$ cat config.mk
export PLATFORM = sky130hd
export DESIGN_NAME = jtag_host_engine
export DESIGN_NICKNAME = d
export VERILOG_FILES = /design/src/rtl/jtag_host_engine.sv
export SDC_FILE = /design/constraint.sdc
export NUM_CORES = 1
export LEC_CHECK = 0
export ABC_AREA = 1
export CELL_PAD_IN_SITES_DETAIL_PLACEMENT = 0
export CELL_PAD_IN_SITES_GLOBAL_PLACEMENT = 1
export CORE_MARGIN = 10
export CORE_UTILIZATION = 28
export CTS_CLUSTER_DIAMETER = 200
export DETAILED_ROUTE_END_ITERATION = 8
export PLACE_DENSITY = 0.58
export SYNTH_ARGS = -nofsm -noshare
export SYNTH_HDL_FRONTEND = slang
export SYNTH_SLANG_ARGS = --single-unit
$ cat constraint.sdc
create_clock -name clk -period 5.5 [get_ports clk]
set_input_delay 1.1 -clock clk [delete_from_list [all_inputs] [get_ports clk]]
set_output_delay 1.1 -clock clk [all_outputs]
set_load 0.02 [all_outputs]
$ cat src/rtl/jtag_host_engine.sv
// -----------------------------------------------------------------------------
// jtag_host_engine
//
// JTAG host (initiator). Drives TCK/TMS/TDI toward an external TAP and samples
// TDO. Commands (RESET, IR_SCAN, DR_SCAN, IDLE) arrive on a valid/ready
// channel; captured TDO bits leave on a valid/ready response channel.
//
// Handshake rule (both channels): a transfer happens on the rising clk edge
// where valid and ready are both high. A valid side, once raised, holds its
// payload stable until that edge.
//
// Ports:
//   clk        system clock
//   trst       asynchronous, active-high reset
//   cmd_valid  command present
//   cmd_ready  engine accepts a command (only in IDLE_WAIT with no response)
//   cmd_op     00 RESET, 01 IR_SCAN, 10 DR_SCAN, 11 IDLE
//   cmd_len    shift bits for scans, TCK count for IDLE
//   cmd_data   TDI bits, LSB shifted first
//   rsp_valid  response available
//   rsp_ready  response consumed
//   rsp_data   captured TDO bits, bit i = i-th shifted bit
//   tck_o      JTAG TCK
//   tms_o      JTAG TMS
//   tdi_o      JTAG TDI
//   tdo_i      JTAG TDO
//   busy       high during the init sequence and from command accept until
//              rsp_valid rises
//   scan_count (only with JTAG_HOST_SCAN_COUNT_EN) count of completed
//              IR/DR scan response handshakes, wraps at 2^32
//
// Optional feature macro: JTAG_HOST_SCAN_COUNT_EN
//
// TCK timing: each TCK period is CLK_DIV clk cycles low then CLK_DIV cycles
// high. The edge that drops TCK (or the command-accept edge for the first
// TCK) is the start of a period; TMS/TDI change there. TDO is sampled on the
// edge that raises TCK.
// -----------------------------------------------------------------------------
module jtag_host_engine #(
  parameter int CLK_DIV = 4,
  parameter int MAX_LEN = 32,
  parameter int LEN_W   = $clog2(MAX_LEN + 1)
) (
  input  logic               clk,
  input  logic               trst,
  input  logic               cmd_valid,
  output logic               cmd_ready,
  input  logic [1:0]         cmd_op,
  input  logic [LEN_W-1:0]   cmd_len,
  input  logic [MAX_LEN-1:0] cmd_data,
  output logic               rsp_valid,
  input  logic               rsp_ready,
  output logic [MAX_LEN-1:0] rsp_data,
  output logic               tck_o,
  output logic               tms_o,
  output logic               tdi_o,
  input  logic               tdo_i,
  output logic               busy
`ifdef JTAG_HOST_SCAN_COUNT_EN
  ,
  output logic [31:0]        scan_count
`endif
);

  localparam int DIV_W = $clog2(CLK_DIV);
  localparam logic [DIV_W-1:0] DIV_LAST = DIV_W'(CLK_DIV - 1);
  localparam logic [LEN_W-1:0] LEN_MAX  = LEN_W'(MAX_LEN);
  localparam logic [LEN_W-1:0] LEN_ONE  = LEN_W'(1);

  localparam logic [1:0] OP_RESET = 2'b00;
  localparam logic [1:0] OP_IR    = 2'b01;
  localparam logic [1:0] OP_DR    = 2'b10;
  localparam logic [1:0] OP_IDLE  = 2'b11;

  typedef enum logic [2:0] {
    ST_INIT,
    ST_IDLE_WAIT,
    ST_PRE,
    ST_SHIFT,
    ST_POST,
    ST_IDLE_RUN,
    ST_RESP
  } state_t;

  state_t             state_q, state_d;
  logic [DIV_W-1:0]   div_q, div_d;
  logic [LEN_W-1:0]   bit_q, bit_d;
  logic [2:0]         step_q, step_d;
  logic [LEN_W-1:0]   len_q, len_d;
  logic [MAX_LEN-1:0] data_q, data_d;
  logic [MAX_LEN-1:0] mask_q, mask_d;
  logic [MAX_LEN-1:0] rsp_q, rsp_d;
  logic               tck_q, tck_d;
  logic               tms_q, tms_d;
  logic               tdi_q, tdi_d;
  logic               is_ir_q, is_ir_d;
  logic               init_resp_q, init_resp_d;

  logic               tck_run;
  logic               tck_rise;
  logic               tck_end;
  logic [LEN_W-1:0]   len_clamp;
  logic [2:0]         pre_last;

  // ---------------------------------------------------------------------------
  // Next-state / datapath
  // ---------------------------------------------------------------------------
  always_comb begin
    state_d     = state_q;
    div_d       = div_q;
    bit_d       = bit_q;
    step_d      = step_q;
    len_d       = len_q;
    data_d      = data_q;
    mask_d      = mask_q;
    rsp_d       = rsp_q;
    tck_d       = tck_q;
    tms_d       = tms_q;
    tdi_d       = tdi_q;
    is_ir_d     = is_ir_q;
    init_resp_d = init_resp_q;

    // Scan length clamp: 0 behaves as 1, anything above MAX_LEN saturates.
    if (cmd_len == '0) begin
      len_clamp = LEN_ONE;
    end else if (cmd_len > LEN_MAX) begin
      len_clamp = LEN_MAX;
    end else begin
      len_clamp = cmd_len;
    end

    // IR scans walk Select-DR, Select-IR, Capture-IR, Shift-IR (4 TCKs);
    // DR scans skip Select-IR (3 TCKs).
    pre_last = is_ir_q ? 3'd3 : 3'd2;

    // TCK runs in every pulse-issuing state; IDLE with a zero count issues none.
    tck_run = (state_q == ST_INIT) || (state_q == ST_PRE) ||
              (state_q == ST_SHIFT) || (state_q == ST_POST) ||
              ((state_q == ST_IDLE_RUN) && (len_q != '0));

    tck_rise = tck_run && !tck_q && (div_q == DIV_LAST);
    tck_end  = tck_run &&  tck_q && (div_q == DIV_LAST);

    if (tck_run) begin
      if (div_q == DIV_LAST) begin
        div_d = '0;
        tck_d = !tck_q;
      end else begin
        div_d = div_q + DIV_W'(1);
      end
    end

    // TDO capture: mask_q is one-hot on the bit currently being shifted.
    if (tck_rise && (state_q == ST_SHIFT) && tdo_i) begin
      rsp_d = rsp_q | mask_q;
    end

    case (state_q)
      ST_INIT: begin
        // Five TMS=1 reach Test-Logic-Reset from anywhere; the sixth (0)
        // lands in Run-Test/Idle.
        if (tck_end) begin
          if (step_q == 3'd5) begin
            step_d  = '0;
            state_d = init_resp_q ? ST_RESP : ST_IDLE_WAIT;
          end else begin
            step_d = step_q + 3'd1;
            tms_d  = (step_q < 3'd4);
          end
        end
      end

      ST_IDLE_WAIT: begin
        if (cmd_valid) begin
          rsp_d       = '0;
          mask_d      = MAX_LEN'(1);
          data_d      = cmd_data;
          bit_d       = '0;
          step_d      = '0;
          div_d       = '0;
          tck_d       = 1'b0;
          tdi_d       = 1'b0;
          is_ir_d     = 1'b0;
          init_resp_d = 1'b0;
          case (cmd_op)
            OP_RESET: begin
              state_d     = ST_INIT;
              init_resp_d = 1'b1;
              tms_d       = 1'b1;
            end
            OP_IR: begin
              state_d = ST_PRE;
              is_ir_d = 1'b1;
              len_d   = len_clamp;
              tms_d   = 1'b1;
            end
            OP_DR: begin
              state_d = ST_PRE;
              len_d   = len_clamp;
              tms_d   = 1'b1;
            end
            default: begin
              state_d = ST_IDLE_RUN;
              len_d   = cmd_len;
              tms_d   = 1'b0;
            end
          endcase
        end
      end

      ST_PRE: begin
        if (tck_end) begin
          if (step_q == pre_last) begin
            state_d = ST_SHIFT;
            step_d  = '0;
            bit_d   = '0;
            tms_d   = (len_q == LEN_ONE);
            tdi_d   = data_q[0];
          end else begin
            step_d = step_q + 3'd1;
            tms_d  = is_ir_q && (step_q == 3'd0);
          end
        end
      end

      ST_SHIFT: begin
        if (tck_end) begin
          if (bit_q == (len_q - LEN_ONE)) begin
            // Last shift used TMS=1 (Exit1); next is Update (TMS=1).
            state_d = ST_POST;
            step_d  = '0;
            tms_d   = 1'b1;
            tdi_d   = 1'b0;
          end else begin
            bit_d  = bit_q + LEN_ONE;
            mask_d = mask_q << 1;
            data_d = data_q >> 1;
            tdi_d  = data_d[0];
            tms_d  = ((bit_q + LEN_ONE) == (len_q - LEN_ONE));
          end
        end
      end

      ST_POST: begin
        if (tck_end) begin
          if (step_q == 3'd1) begin
            state_d = ST_RESP;
            step_d  = '0;
          end else begin
            step_d = 3'd1;
            tms_d  = 1'b0;
          end
        end
      end

      ST_IDLE_RUN: begin
        if (len_q == '0) begin
          state_d = ST_RESP;
        end else if (tck_end) begin
          if (bit_q == (len_q - LEN_ONE)) begin
            state_d = ST_RESP;
          end else begin
            bit_d = bit_q + LEN_ONE;
          end
        end
      end

      ST_RESP: begin
        if (rsp_ready) begin
          state_d = ST_IDLE_WAIT;
        end
      end

      default: begin
        state_d = ST_INIT;
      end
    endcase
  end

  // ---------------------------------------------------------------------------
  // State register
  // ---------------------------------------------------------------------------
  always_ff @(posedge clk or posedge trst) begin
    if (trst) begin
      state_q     <= ST_INIT;
      div_q       <= '0;
      bit_q       <= '0;
      step_q      <= '0;
      len_q       <= '0;
      data_q      <= '0;
      mask_q      <= '0;
      rsp_q       <= '0;
      tck_q       <= 1'b0;
      tms_q       <= 1'b1;
      tdi_q       <= 1'b0;
      is_ir_q     <= 1'b0;
      init_resp_q <= 1'b0;
    end else begin
      state_q     <= state_d;
      div_q       <= div_d;
      bit_q       <= bit_d;
      step_q      <= step_d;
      len_q       <= len_d;
      data_q      <= data_d;
      mask_q      <= mask_d;
      rsp_q       <= rsp_d;
      tck_q       <= tck_d;
      tms_q       <= tms_d;
      tdi_q       <= tdi_d;
      is_ir_q     <= is_ir_d;
      init_resp_q <= init_resp_d;
    end
  end

  assign cmd_ready = (state_q == ST_IDLE_WAIT);
  assign rsp_valid = (state_q == ST_RESP);
  assign busy      = (state_q != ST_IDLE_WAIT) && (state_q != ST_RESP);
  assign rsp_data  = rsp_q;
  assign tck_o     = tck_q;
  assign tms_o     = tms_q;
  assign tdi_o     = tdi_q;

`ifdef JTAG_HOST_SCAN_COUNT_EN
  // Counts scan responses only; RESET and IDLE handshakes are ignored.
  logic        is_scan_q;
  logic [31:0] scan_cnt_q;

  always_ff @(posedge clk or posedge trst) begin
    if (trst) begin
      is_scan_q  <= 1'b0;
      scan_cnt_q <= '0;
    end else begin
      if ((state_q == ST_IDLE_WAIT) && cmd_valid) begin
        is_scan_q <= (cmd_op == OP_IR) || (cmd_op == OP_DR);
      end
      if ((state_q == ST_RESP) && rsp_ready && is_scan_q) begin
        scan_cnt_q <= scan_cnt_q + 32'd1;
      end
    end
  end

  assign scan_count = scan_cnt_q;
`endif

endmodule

==> reports/metrics.csv, run 1 <==
metric,value,unit
tns,0,ns
fin_crit_sh,56.7,%
period_minus_slack,3.12,ns
max_freq,0.321,GHz
grt_usage,11.8,%
clk_pin_slew,0.06,ns
end_kind,output port,
grt_max_degree,74,
hold_path.class,register to register,
clock_sinks,121,
async_reset_ff_share,100,%
htreeDepth,4,
ant_nets,0,
routed.top_layer,met4,
synth_edf_count,0,
path_class,register to output port,
grt_pass1_wl,28300,um
timing.rr.end,data_q[11],
cp_max_fo,8,
status,finished clean,
drc,0,
r2r_setup_slack,2.45,ns
met3WireLength,770,um
grt_overflow_total,0,
drt-total-wl,16700,um
vias,5326,
wl_per_cell,14.2,um
wl_met1,8210,um
synth_seq_area_share,47.0,%
place_congestion,0.791,
synth_cells,809,
ir_worst_vdd,0.307,mV
fill_cells,2416,
layout_commonest_cell,nand2_1,
num_rows,55,
route.met2.wl,7600,um
rr_worst_depth,15,
start_util,28.4,%
power.leakage,3.65,nW
finalHoldViolations,0,
layout-drive-gt1-share,10.6,%
cap_violations,0,
viasPerCell,4.52,
cts-root-buf,clkbuf_16,
insertion_delay,0.42,ns
dp_hpwl,11400,um
skew,0.00813,ns
top_level_ports,83,
cp.required,4.40,ns
synthFlopType,dfrtp_1,
die_h,172,um
place_ws,2.09,ns
avgSynthCellArea,7.96,sq um
n_antenna_cell,0,
final_cell_mix,"nand2_1 (225), dfrtp_1 (120), inv_1 (102)",
cts_tree,done,
grt_antenna_before_repair,0,
port_buffers,82,
drtPass1Iterations,4,
hold_path_depth,2,
cts_buffer_depth,2,
ctsHoldBuffers,0,
worst_pin_slew,1.09,ns
area_growth_syn_to_layout,25.5,%
setup_viol,0,
final_cell_area,8080,sq um
synth_area,6440,sq um
final_nets,936,
core_area,22600,sq um
ys_types,38,
power_density,548,nW/um^2
die_w,172,um
grt_pass1_vias,5519,
cts_made_buffers,17,
crit_path_top_delay_cell,clkdlybuf4s50_1,
setup_ws,2.38,ns
syn-num-nets,865,
die_area,29500,sq um
final_util,35.7,%
post_cts_buffers,0,
timing.slew.headroom,27.3,%
ys_warn_count,0,
rr_startpoint,len_q[0],
hold_path_startpoint,tms_o,
min_to,tms_o,
max_stage_delay,0.68,ns
cp.arrival,2.02,ns
place_area,7470,sq um
rsz0062_at_grt,no,
ctsResizeCount,0,
drv_slew,0,
drt-initial-drc-count,350,
ys_ff_latch,121,
critPathLaunchType,register,
crit_path_cell_trace,nand2_1 > nor2_1 > clkdlybuf4s50_1,
==> Yosys cell counts (5+ instances only) <==
master | number | area (sq um)
nor2_1 | 34 | 128
nand2_1 | 225 | 845
o211ai_1 | 5 | 37.5
o21ai_0 | 63 | 315
dfrtp_1 | 120 | 3000
a21oi_1 | 41 | 205
ha_1 | 11 | 138
buf_6 | 5 | 56.3
buf_2 | 9 | 45.0
o21ai_1 | 21 | 105
inv_2 | 5 | 18.8
nand3_1 | 31 | 155
o21ai_2 | 28 | 245
nand4_1 | 48 | 300
inv_1 | 103 | 387
clkbuf_1 | 15 | 56.3
==> worst max-delay path by stage <==
| stage | start | to | slack (ns) | cells after the start |
|---|---|---|---|---|
| floorplan | trst | bit_q[0] | 1.19 | 1 |
| finish | state_q[2] | rsp_valid | 2.38 | 3 |
| global placement | cmd_valid | data_q[14] | 2.14 | 8 |
| global route | len_q[0] | data_q[14] | 2.14 | 13 |
| detailed placement | cmd_valid | data_q[18] | 2.09 | 8 |
| CTS | state_q[2] | rsp_valid | 2.37 | 3 |
==> where the power goes <==
part	internal, mW	total [mW]	leakage (nW)	switching, mW
sequential	1.17	1.34	1.60	0.169
clock	0.716	1.15	0.295	0.433
combinational	0.689	1.94	1.76	1.25
total	2.58	4.43	3.65	1.85
==> final cells by class <==
cell class | instances | area [sq um] | share of cell area (%)
flip-flops and latches | 121 | 3030 | 37.5
multi-input cells | 542 | 2800 | 34.7
repair buffers | 90 | 881 | 10.9
clock buffers | 18 | 429 | 5.31
inverters | 108 | 408 | 5.05
well taps | 285 | 357 | 4.41
clock inverters | 14 | 174 | 2.15
==> critical path: cells and delay by family (launching register included) <==
| family | cells | cell delay [ns] |
|---|---|---|
| buffers and inverters | 1 | 0.68 |
| flip-flops | 1 | 0.54 |
| AND/OR/NAND/NOR | 2 | 0.38 |
==> flip-flops by register name, summed over array words and instances (netlist names), 2 cells and up <==
| register | cells |
|---|---|
| rsp_data | 32 |
| len_q | 6 |
| data_q | 32 |
| mask_q | 32 |
| div_q | 2 |
| bit_q | 6 |
| step_q | 3 |
| state_q | 3 |
==> routing by layer <==
layer	vias to the layer above	global-route usage (%)
li1	2778	-
met1	2456	15.7
met2	82	18.5
met3	10	3.51
met4	0	2.84
met5	-	0
==> kinds of logic (layout without fill, tap and decap cells) <==
| family | Yosys count | after routing | synth area share [%] |
|---|---|---|---|
| fa+ha+maj | 11 | 11 | 2.14 |
| compound gates | 165 | 165 | 15.1 |
| flops | 121 | 121 | 47.0 |
| buf+inv | 146 | 230 | 9.68 |
| simple gates | 358 | 358 | 25.0 |
| xor+xnor | 8 | 8 | 1.09 |
==> stage by stage <==
stage / total power [mW] / hold WS, ns / cells
6_report: 4.43 / 0.486 / 1178
5_1_grt: 4.80 / 0.506 / 1178
4_1_cts: 4.50 / 0.498 / 1178
3_5_place_dp: 3.32 / 0.484 / 1146
3_3_place_gp: 3.32 / 0.476 / 1146
2_1_floorplan: 2.77 / 0.449 / 809
(Power assumes the default switching activity.)
==> run 2, diff against run 1 <==
Settings changed: PLACE_DENSITY 0.58 to 0.6.
Clock period 5.5 ns to 2.8 ns, I/O delays scaled along.
==> reports/metrics.csv, run 2 (synthesis gave the netlist of run 1 again) <==
metric,value,unit,change
status,finished clean,,
grt_pass1_vias,5500,,-0.34%
ir_worst_vdd,0.423,mV,+37%
dp_hpwl,11100,um,-2.2%
n_antenna_cell,0,,unchanged
post_cts_buffers,0,,unchanged
drc,0,,unchanged
top_level_ports,83,,unchanged
timing.slew.headroom,56.5,%,+29 points
rsz0062_at_grt,no,,
vias,5377,,+0.96%
cp.arrival,2.06,ns,+0.04 ns
finalHoldViolations,0,,unchanged
tns,0,ns,unchanged
die_h,172,um,unchanged
cts-root-buf,clkbuf_16,,
drv_slew,0,,unchanged
layout-drive-gt1-share,10.7,%,+0.10 points
fin_crit_sh,93.6,%,
crit_path_top_delay_cell,clkdlybuf4s50_1,,
ctsResizeCount,0,,unchanged
drt-total-wl,16200,um,-3.4%
die_area,29500,sq um,unchanged
setup_viol,0,,unchanged
ctsHoldBuffers,0,,unchanged
skew,0.00832,ns,+0.000186 ns
wl_per_cell,13.7,um,-3.5%
grt_usage,11.6,%,-0.19 points
cts_made_buffers,17,,unchanged
core_area,22600,sq um,unchanged
max_stage_delay,0.70,ns,+0.02 ns
final_cell_mix,"nand2_1 (225), dfrtp_1 (120), inv_1 (102)",,
setup_ws,0.179,ns,-2.20 ns
grt_antenna_before_repair,0,,unchanged
cts_tree,done,,
drt-initial-drc-count,286,,-18%
viasPerCell,4.56,,+0.87%
period_minus_slack,2.62,ns,
clk_pin_slew,0.05,ns,about the same
insertion_delay,0.41,ns,about the same
hold_path.class,register to register,,
cts_buffer_depth,2,,unchanged
die_w,172,um,unchanged
grt_overflow_total,0,,unchanged
num_rows,55,,unchanged
htreeDepth,4,,unchanged
final_nets,938,,+0.21%
critPathLaunchType,register,,
grt_pass1_wl,27900,um,-1.6%
end_kind,output port,,
grt_max_degree,122,,+65%
cp.required,2.24,ns,-2.16 ns
regArea,3030,sq um,unchanged
worst_pin_slew,0.652,ns,-0.435 ns
place_ws,0.505,ns,-1.58 ns
area_growth_syn_to_layout,26.4,%,
ant_nets,0,,unchanged
power_density,1080,nW/um^2,+96%
drtPass1Iterations,4,,unchanged
cp_top_family,buffers and inverters,,
place_congestion,0.831,,+5.1%
fill_cells,2351,,-2.7%
port_buffers,82,,unchanged
multi_input_area,2800,sq um,unchanged
max_freq,0.382,GHz,
crit_path_cell_trace,nand2_1 > nor2_1 > clkdlybuf4s50_1,,
start_util,28.4,%,unchanged
path_class,register to output port,,
clock_sinks,121,,unchanged
cp_num_buf_inv,1,,unchanged
power.leakage,3.66,nW,+0.25%
cap_violations,0,,unchanged
cp_max_fo,8,,unchanged
layout_commonest_cell,nand2_1,,
[run 2: changes by cell type in the layout (fill, tap and decap cells not counted), sizes merged]
| cell | previous run | this run |
|---|---|---|
| buf | 8 | 10 |
| clkbuf | 18 | 21 |
| clkinv | 8 | 1 |
| clkinvlp | 1 | 6 |
| inv | 110 | 108 |
[run 2: layout make-up]
class	count	share of cell area [%]
Clock buffer	21	5.78
Clock inverter	10	1.74
Inverter	108	5.03
Multi-Input combinational cell	542	34.4
Sequential cell	121	37.2
Tap cell	285	4.38
Timing Repair Buffer	92	11.5
[run 2: metrics by stage]
step           instances  util [%]  area [sq um]  total power [mW]  hold slack [ns]
2_1_floorplan        809         -          6440              5.45            0.449
3_3_place_gp        1148      33.3          7530              6.59            0.473
3_5_place_dp        1148      33.3          7530              6.57            0.469
4_1_cts             1179      36.0          8140              8.91            0.482
5_1_grt             1179      36.0          8140              9.49            0.496
6_report            1179      36.0          8140              8.76            0.473
[run 2: tightest hold or removal path: stages, from the launching register on]
cell	delay, ns
dfrtp_1	0.33
nand2_1	0.06
nand2_1	0.05
[run 2: per-layer routing]
metal / vias up / routed length (um) / GRT usage [%]
li1: 2798 / - / -
met1: 2467 / 7850 / 15.3
met2: 93 / 7200 / 17.8
met3: 19 / 831 / 3.25
met4: 0 / 271 / 4.23
met5: - / 0 / 0
[run 2: final timing paths]
check / startpoint / endpoint / slack (ns) / depth (start not counted)
max: state_q[2] / rsp_valid / 0.18 / 3
min: data_q[0] / data_q[0] / 0.47 / 2
max reg2reg: len_q[0] / mask_q[22] / 0.50 / 15
min reg2reg: data_q[0] / data_q[0] / 0.47 / 2
max in group asynchronous: trst / state_q[2] / 1.64 / 3
min in group asynchronous: trst / rsp_data[4] / 0.72 / 3
[run 2: power breakdown]
group,switching [mW],internal (mW)
combinational,2.44,1.41
sequential,0.327,2.30
clock,0.809,1.47
